--- src/rtl/uart_cmd_pkg.sv ---
// Shared definitions for the UART-to-SDRAM command protocol: opcodes, initiator
// FSM states and the latched command record.
package uart_cmd_pkg;

    localparam logic [7:0] CMD_WRITE = 8'h77;
    localparam logic [7:0] CMD_READ  = 8'h72;

    typedef enum logic [2:0] {
        ST_IDLE,
        ST_SEND_OP,
        ST_SEND_ADDR,
        ST_SEND_DATA,
        ST_GAP,
        ST_WAIT_RSP
    } initiator_state_t;

    typedef struct packed {
        logic       write;
        logic [7:0] addr;
        logic [7:0] data;
    } cmd_t;

    function automatic logic [7:0] opcode_of(input logic write);
        return write ? CMD_WRITE : CMD_READ;
    endfunction

endpackage

--- src/rtl/uart_cmd_initiator.sv ---
// Host-side command generator: serialises write/read requests into UART bytes,
// paces them with a send gap, and collects the single read response byte.
module uart_cmd_initiator
    import uart_cmd_pkg::*;
#(
    parameter int ClockFreq  = 133_000_000,
    parameter int SendDelay  = 100,
    parameter int RspTimeout = 2_000_000
) (
    input  logic       i_clk,
    input  logic       i_rst_n,
    input  logic       i_cmd_valid,
    output logic       o_cmd_ready,
    input  logic       i_cmd_write,
    input  logic [7:0] i_cmd_addr,
    input  logic [7:0] i_cmd_data,
    output logic       o_wr_done,
    output logic       o_rsp_valid,
    output logic [7:0] o_rsp_data,
    output logic       o_timeout,
    output logic       o_rx_drop,
    output logic [7:0] o_tx_data,
    output logic       o_tx_req,
    input  logic       i_tx_rdy,
    input  logic [7:0] i_rx_data,
    input  logic       i_rx_rdy,
    output logic       o_rx_req
);

    localparam int GapW = $clog2(SendDelay);
    localparam int ToW  = $clog2(RspTimeout);
    localparam logic [GapW-1:0] GapLoad = GapW'(SendDelay - 1);
    localparam logic [ToW-1:0]  ToLast  = ToW'(RspTimeout - 1);

    if (SendDelay < 2 || RspTimeout < 2 || ClockFreq < 1) begin : g_param_check
        $error("uart_cmd_initiator: SendDelay and RspTimeout must be >= 2");
    end

    initiator_state_t state_q, state_d;
    initiator_state_t sent_q, sent_d;   // which byte the current GAP follows
    cmd_t             cmd_q, cmd_d;
    logic [GapW-1:0]  gap_q, gap_d;
    logic [ToW-1:0]   to_q, to_d;
    logic [7:0]       tx_data_q, tx_data_d;
    logic             tx_req_q, tx_req_d;
    logic             rx_req_q, rx_req_d;
    logic [7:0]       rsp_data_q, rsp_data_d;
    logic             rsp_valid_q, rsp_valid_d;
    logic             timeout_q, timeout_d;
    logic             rx_drop_q, rx_drop_d;
    logic             wr_done_q, wr_done_d;
    logic             rx_take;

    always_comb begin
        state_d     = state_q;
        sent_d      = sent_q;
        cmd_d       = cmd_q;
        gap_d       = gap_q;
        to_d        = to_q;
        rsp_data_d  = rsp_data_q;
        tx_data_d   = 8'h00;
        tx_req_d    = 1'b0;
        rsp_valid_d = 1'b0;
        timeout_d   = 1'b0;
        wr_done_d   = 1'b0;

        // Ack pulse blocks the next capture, so at most one byte every 2 cycles
        rx_take   = i_rx_rdy && !rx_req_q;
        rx_req_d  = rx_take;
        rx_drop_d = rx_take && (state_q != ST_WAIT_RSP);

        case (state_q)
            ST_IDLE: begin
                if (i_cmd_valid) begin
                    cmd_d   = '{write: i_cmd_write, addr: i_cmd_addr, data: i_cmd_data};
                    state_d = ST_SEND_OP;
                end
            end
            ST_SEND_OP: begin
                if (i_tx_rdy) begin
                    tx_req_d  = 1'b1;
                    tx_data_d = opcode_of(cmd_q.write);
                    gap_d     = GapLoad;
                    sent_d    = ST_SEND_OP;
                    state_d   = ST_GAP;
                end
            end
            ST_SEND_ADDR: begin
                if (i_tx_rdy) begin
                    tx_req_d  = 1'b1;
                    tx_data_d = cmd_q.addr;
                    if (cmd_q.write) begin
                        gap_d   = GapLoad;
                        sent_d  = ST_SEND_ADDR;
                        state_d = ST_GAP;
                    end else begin
                        to_d    = '0;
                        state_d = ST_WAIT_RSP;
                    end
                end
            end
            ST_SEND_DATA: begin
                if (i_tx_rdy) begin
                    tx_req_d  = 1'b1;
                    tx_data_d = cmd_q.data;
                    gap_d     = GapLoad;
                    sent_d    = ST_SEND_DATA;
                    state_d   = ST_GAP;
                end
            end
            ST_GAP: begin
                if (sent_q == ST_SEND_DATA) begin
                    // Done pulses once the gap has fully elapsed, then IDLE
                    if (gap_q != '0) begin
                        gap_d = gap_q - GapW'(1);
                    end else if (!wr_done_q) begin
                        wr_done_d = 1'b1;
                    end else begin
                        state_d = ST_IDLE;
                    end
                end else if (gap_q <= GapW'(1)) begin
                    gap_d   = '0;
                    state_d = (sent_q == ST_SEND_OP) ? ST_SEND_ADDR : ST_SEND_DATA;
                end else begin
                    gap_d = gap_q - GapW'(1);
                end
            end
            ST_WAIT_RSP: begin
                if (rx_take) begin
                    rsp_data_d  = i_rx_data;
                    rsp_valid_d = 1'b1;
                    state_d     = ST_IDLE;
                end else if (to_q == ToLast) begin
                    timeout_d = 1'b1;
                    state_d   = ST_IDLE;
                end else begin
                    to_d = to_q + ToW'(1);
                end
            end
            default: state_d = ST_IDLE;
        endcase
    end

    always_ff @(posedge i_clk) begin
        if (!i_rst_n) begin
            state_q     <= ST_IDLE;
            sent_q      <= ST_IDLE;
            cmd_q       <= '0;
            gap_q       <= '0;
            to_q        <= '0;
            tx_data_q   <= 8'h00;
            tx_req_q    <= 1'b0;
            rx_req_q    <= 1'b0;
            rsp_data_q  <= 8'h00;
            rsp_valid_q <= 1'b0;
            timeout_q   <= 1'b0;
            rx_drop_q   <= 1'b0;
            wr_done_q   <= 1'b0;
        end else begin
            state_q     <= state_d;
            sent_q      <= sent_d;
            cmd_q       <= cmd_d;
            gap_q       <= gap_d;
            to_q        <= to_d;
            tx_data_q   <= tx_data_d;
            tx_req_q    <= tx_req_d;
            rx_req_q    <= rx_req_d;
            rsp_data_q  <= rsp_data_d;
            rsp_valid_q <= rsp_valid_d;
            timeout_q   <= timeout_d;
            rx_drop_q   <= rx_drop_d;
            wr_done_q   <= wr_done_d;
        end
    end

    assign o_cmd_ready = (state_q == ST_IDLE);
    assign o_wr_done   = wr_done_q;
    assign o_rsp_valid = rsp_valid_q;
    assign o_rsp_data  = rsp_data_q;
    assign o_timeout   = timeout_q;
    assign o_rx_drop   = rx_drop_q;
    assign o_tx_data   = tx_data_q;
    assign o_tx_req    = tx_req_q;
    assign o_rx_req    = rx_req_q;

endmodule

--- config.mk ---
export PLATFORM = sky130hd
export DESIGN_NAME = uart_cmd_initiator
export DESIGN_NICKNAME = d
export VERILOG_FILES = /design/src/rtl/uart_cmd_pkg.sv /design/src/rtl/uart_cmd_initiator.sv
export SDC_FILE = /design/constraint.sdc
export NUM_CORES = 1
export LEC_CHECK = 0
export BUFFER_PORTS_ARGS = -buffer_cell sky130_fd_sc_hd__buf_2
export CORE_MARGIN = 2
export CORE_UTILIZATION = 50
export CTS_BUF_LIST = sky130_fd_sc_hd__clkbuf_4
export CTS_CLUSTER_SIZE = 16
export DETAILED_ROUTE_END_ITERATION = 10
export PLACE_DENSITY = 0.69
export SYNTH_ARGS = -nofsm -noshare
export SYNTH_HDL_FRONTEND = slang
export SYNTH_SLANG_ARGS = --single-unit
--- constraint.sdc ---
create_clock -name i_clk -period 2.4 [get_ports i_clk]
set_input_delay 0.48 -clock i_clk [delete_from_list [all_inputs] [get_ports i_clk]]
set_output_delay 0.48 -clock i_clk [all_outputs]
set_load 0.03 [all_outputs]
==> impl_metrics.tcl <==
set metrics [dict create \
    status "finished, final reports clean" \
    yosysSeqAreaShare 0.4242 \
    syn_area_per_cell_um2 8.329 \
    crit_buf_inv 1 \
    worst_path_dominant_cell_family "simple AND/OR/NAND/NOR gates" \
    timing.critical_path.arrival_ns 2.42 \
    grt_setup_unrepaired "false" \
    grt_pass1_wl_um 13940 \
    synth_edf_count 0 \
    crit-reg2reg-launch "to_q[7]" \
    crit_path_start_kind "register" \
    gr-usage-all-layers 0.2340 \
    vias_per_cell 6.029 \
    num_rows 30 \
    final_common_cell "sky130_fd_sc_hd__nand2_1" \
    vias 3286 \
    synth_warnings 0 \
    clock_tree_root_driver_cell "sky130_fd_sc_hd__clkbuf_4" \
    antenna-diode-count 0 \
    clock_skew_ns 0.01568 \
    crit_slowest_cell "sky130_fd_sc_hd__or4b_1" \
    area_growth_pct 14.18 \
    setup_violations 0 \
    synth_simple_gate_area_frac 0.2577 \
    routed_wire_length_um 8311 \
    synth.ff_latch_count 72 \
    cpPeakStageDelay_ns 0.60 \
    first_global_vias 3066 \
    clock_latency_ns 0.42 \
    synth_cell_type_count 60 \
    place_worst_setup_slack_ns 0.1254 \
    cts_inserted_buffers 9 \
    cts_tree "built" \
    min_delay_path_depth 3 \
    worst_r2r_path_depth 6 \
    totalNegativeSetupSlack_ns 0 \
    worst_hold_endpoint "cmd_q[15]" \
    gp_congestion 0.8616 \
    gr-total-overflow 0 \
    worst_reg2reg_endpoint "to_q[10]" \
    worstSetupPathType "register to register" \
    worst_setup_path_end_kind "register" \
    nets 493 \
    cts.htree.levels 3 \
    synth_top_flop_cell "sky130_fd_sc_hd__dfxtp_1" \
    maxSlewViolCount 0 \
    post-cts-setup-buffer-count 0 \
    timing.critical_path.fanout_max 12 \
    initialDrtViolationCount 263 \
    final_hold_viol_count 0 \
    fmax_ghz 0.4720 \
    portBuffers 52 \
    grt_start_max_net_pins 48 \
    layout_setup_ws_ns 0.2812 \
    synth_nets 441 \
    power_leakage_nw 1.529 \
    cts.clk_slew.worst_paths_ns 0.12 \
    synth_cells 408 \
    die_h_um 86.44 \
    place.detailed.instances 529 \
    cap_violations 0 \
    cp.required_ns 2.70 \
    finalNonFillerCells 545 \
    die_width_um 86.44 \
    synth_compound_area_frac 0.2647 \
    min_period_over_period 0.8828 \
    drive_above_1_share 0.1828 \
    layout_min_cycle_time_ns 2.119 \
    rrSetupSlack_ns 0.28 \
    synth_xor_area_frac 0 \
    synth_area_um2 3398 \
    numClockSinks 72 \
    drtPass1Iterations 5 \
    max_slew.worst_pin.slew_ns 0.7030 \
    max-clock-path-buffers 2 \
    combinational_family_with_the_most_area_after_synthesis "compound AO/OA/AOI/OAI gates" \
    synth-async-reset-ratio 0 \
    post-layout-total-power_mw 3.279 \
    wl_per_cell_um 15.25 \
    synth_fa_ha_area_frac 0.01105 \
    grt_antenna_before_repair 0 \
    power-per-cell-area_nw_per_um2 845.1 \
    hp-class "primary input to register" \
    crit_path_cells "or4b_1 -> or2_4 -> nor3_4 -> buf_4 -> or2_2 -> o31ai_1" \
    design.core.area_um2 6681 \
    maxSlewHeadroom 0.5308 \
    io-pin-count 53 \
    worst_hold_slack_ns 0.2927 \
    post-dp-hpwl_um 5583 \
    final_cell_mix "80 x sky130_fd_sc_hd__nand2_1, 72 x sky130_fd_sc_hd__dfxtp_1, 52 x sky130_fd_sc_hd__buf_2" \
    ir_drop_mv 0.5293 \
    floorplan.initialDensity 0.5086 \
    holdCritStartpoint "i_cmd_addr[7]" \
    drt.antenna.violating_nets 0 \
    drc_errors 0 \
    yosys-mux-area-fraction 0.002946 \
    dieArea_um2 7472 \
]
cells by family (layout without fill, tap and decap cells):
group / Yosys count / count (layout)
buffers and inverters: 30 / 87
AO/OA/AOI/OAI: 131 / 131
flip-flops: 72 / 72
adder cells (fa/ha/maj): 3 / 3
multiplexers: 1 / 1
AND/OR/NAND/NOR: 171 / 171
timing repair:
item                       CTS  global route
setup endpoints to repair    0             3
hold buffers                 0             0
gates resized for setup      0             1
worst max-delay path by stage:
stage | start | end | depth (start not counted)
3_3_place_gp | i_tx_rdy | to_q[0] | 6
3_5_place_dp | i_tx_rdy | to_q[0] | 6
2_1_floorplan | state_q[1] | cmd_q[0] | 7
5_1_grt | to_q[0] | to_q[19] | 7
4_1_cts | state_q[0] | to_q[0] | 5
6_report | to_q[7] | to_q[10] | 6
registers in the layout, indices dropped and copies added (netlist names):
name and count:
to_q 21, o_timeout 1, gap_q 7, sent_q 2, o_rsp_valid 1, o_rx_drop 1
o_tx_req 1, o_tx_data 8, o_rx_req 1, o_wr_done 1, cmd_q 17, state_q 3
o_rsp_data 8
layout make-up:
cell class | instances | area (µm²)
Tap cell | 80 | 100.1
Multi-Input combinational cell | 306 | 1826
Clock inverter | 7 | 72.57
Sequential cell | 72 | 1441
Inverter | 8 | 30.03
Fill cell | 631 | 2801
Timing Repair Buffer | 63 | 342.8
Clock buffer | 9 | 67.56
per-stage QoR:
step,util,cell area (µm²)
6_report,0.5807,3880
3_3_place_gp,0.5594,3737
2_1_floorplan,-,3398
4_1_cts,0.5803,3877
3_5_place_dp,0.5594,3737
5_1_grt,0.5807,3880
worst reg2reg max path, stage by stage (launching register included):
cell and delay, ns:
sky130_fd_sc_hd__dfxtp_1 0.42, sky130_fd_sc_hd__or4b_1 0.60, sky130_fd_sc_hd__or2_4 0.30, sky130_fd_sc_hd__nor3_4 0.23, sky130_fd_sc_hd__buf_4 0.24, sky130_fd_sc_hd__or2_2 0.15
sky130_fd_sc_hd__o31ai_1 0.07
power by group:
part / switching, mW / internal, mW
Combinational: 0.640 / 0.376
Sequential: 0.163 / 1.34
Clock: 0.446 / 0.317
Total: 1.25 / 2.03
synth_stat cells, drive strengths merged (4+ instances only):
master | n | share of area
a21boi | 29 | 0.064
a21oi | 12 | 0.018
a22oi | 8 | 0.018
a31oi | 9 | 0.017
and2 | 4 | 0.0074
and3 | 6 | 0.011
and4 | 6 | 0.015
buf | 7 | 0.014
clkbuf | 15 | 0.017
dfxtp | 72 | 0.42
inv | 8 | 0.0088
nand2 | 80 | 0.088
nand3 | 12 | 0.018
nand4 | 12 | 0.022
nor2 | 19 | 0.021
nor3 | 6 | 0.012
o211ai | 5 | 0.011
o21ai | 29 | 0.043
o22ai | 4 | 0.0074
o311ai | 14 | 0.036
o31ai | 5 | 0.011
per-layer routing:
layer,track usage,vias up,share of wire
met5,0,-,0
met4,0.09091,0,0.012
met3,0.06571,10,0.062
met2,0.3776,117,0.46
met1,0.2972,1547,0.46
li1,-,1612,-
Note: power is estimated with default switching activity, not from simulation.
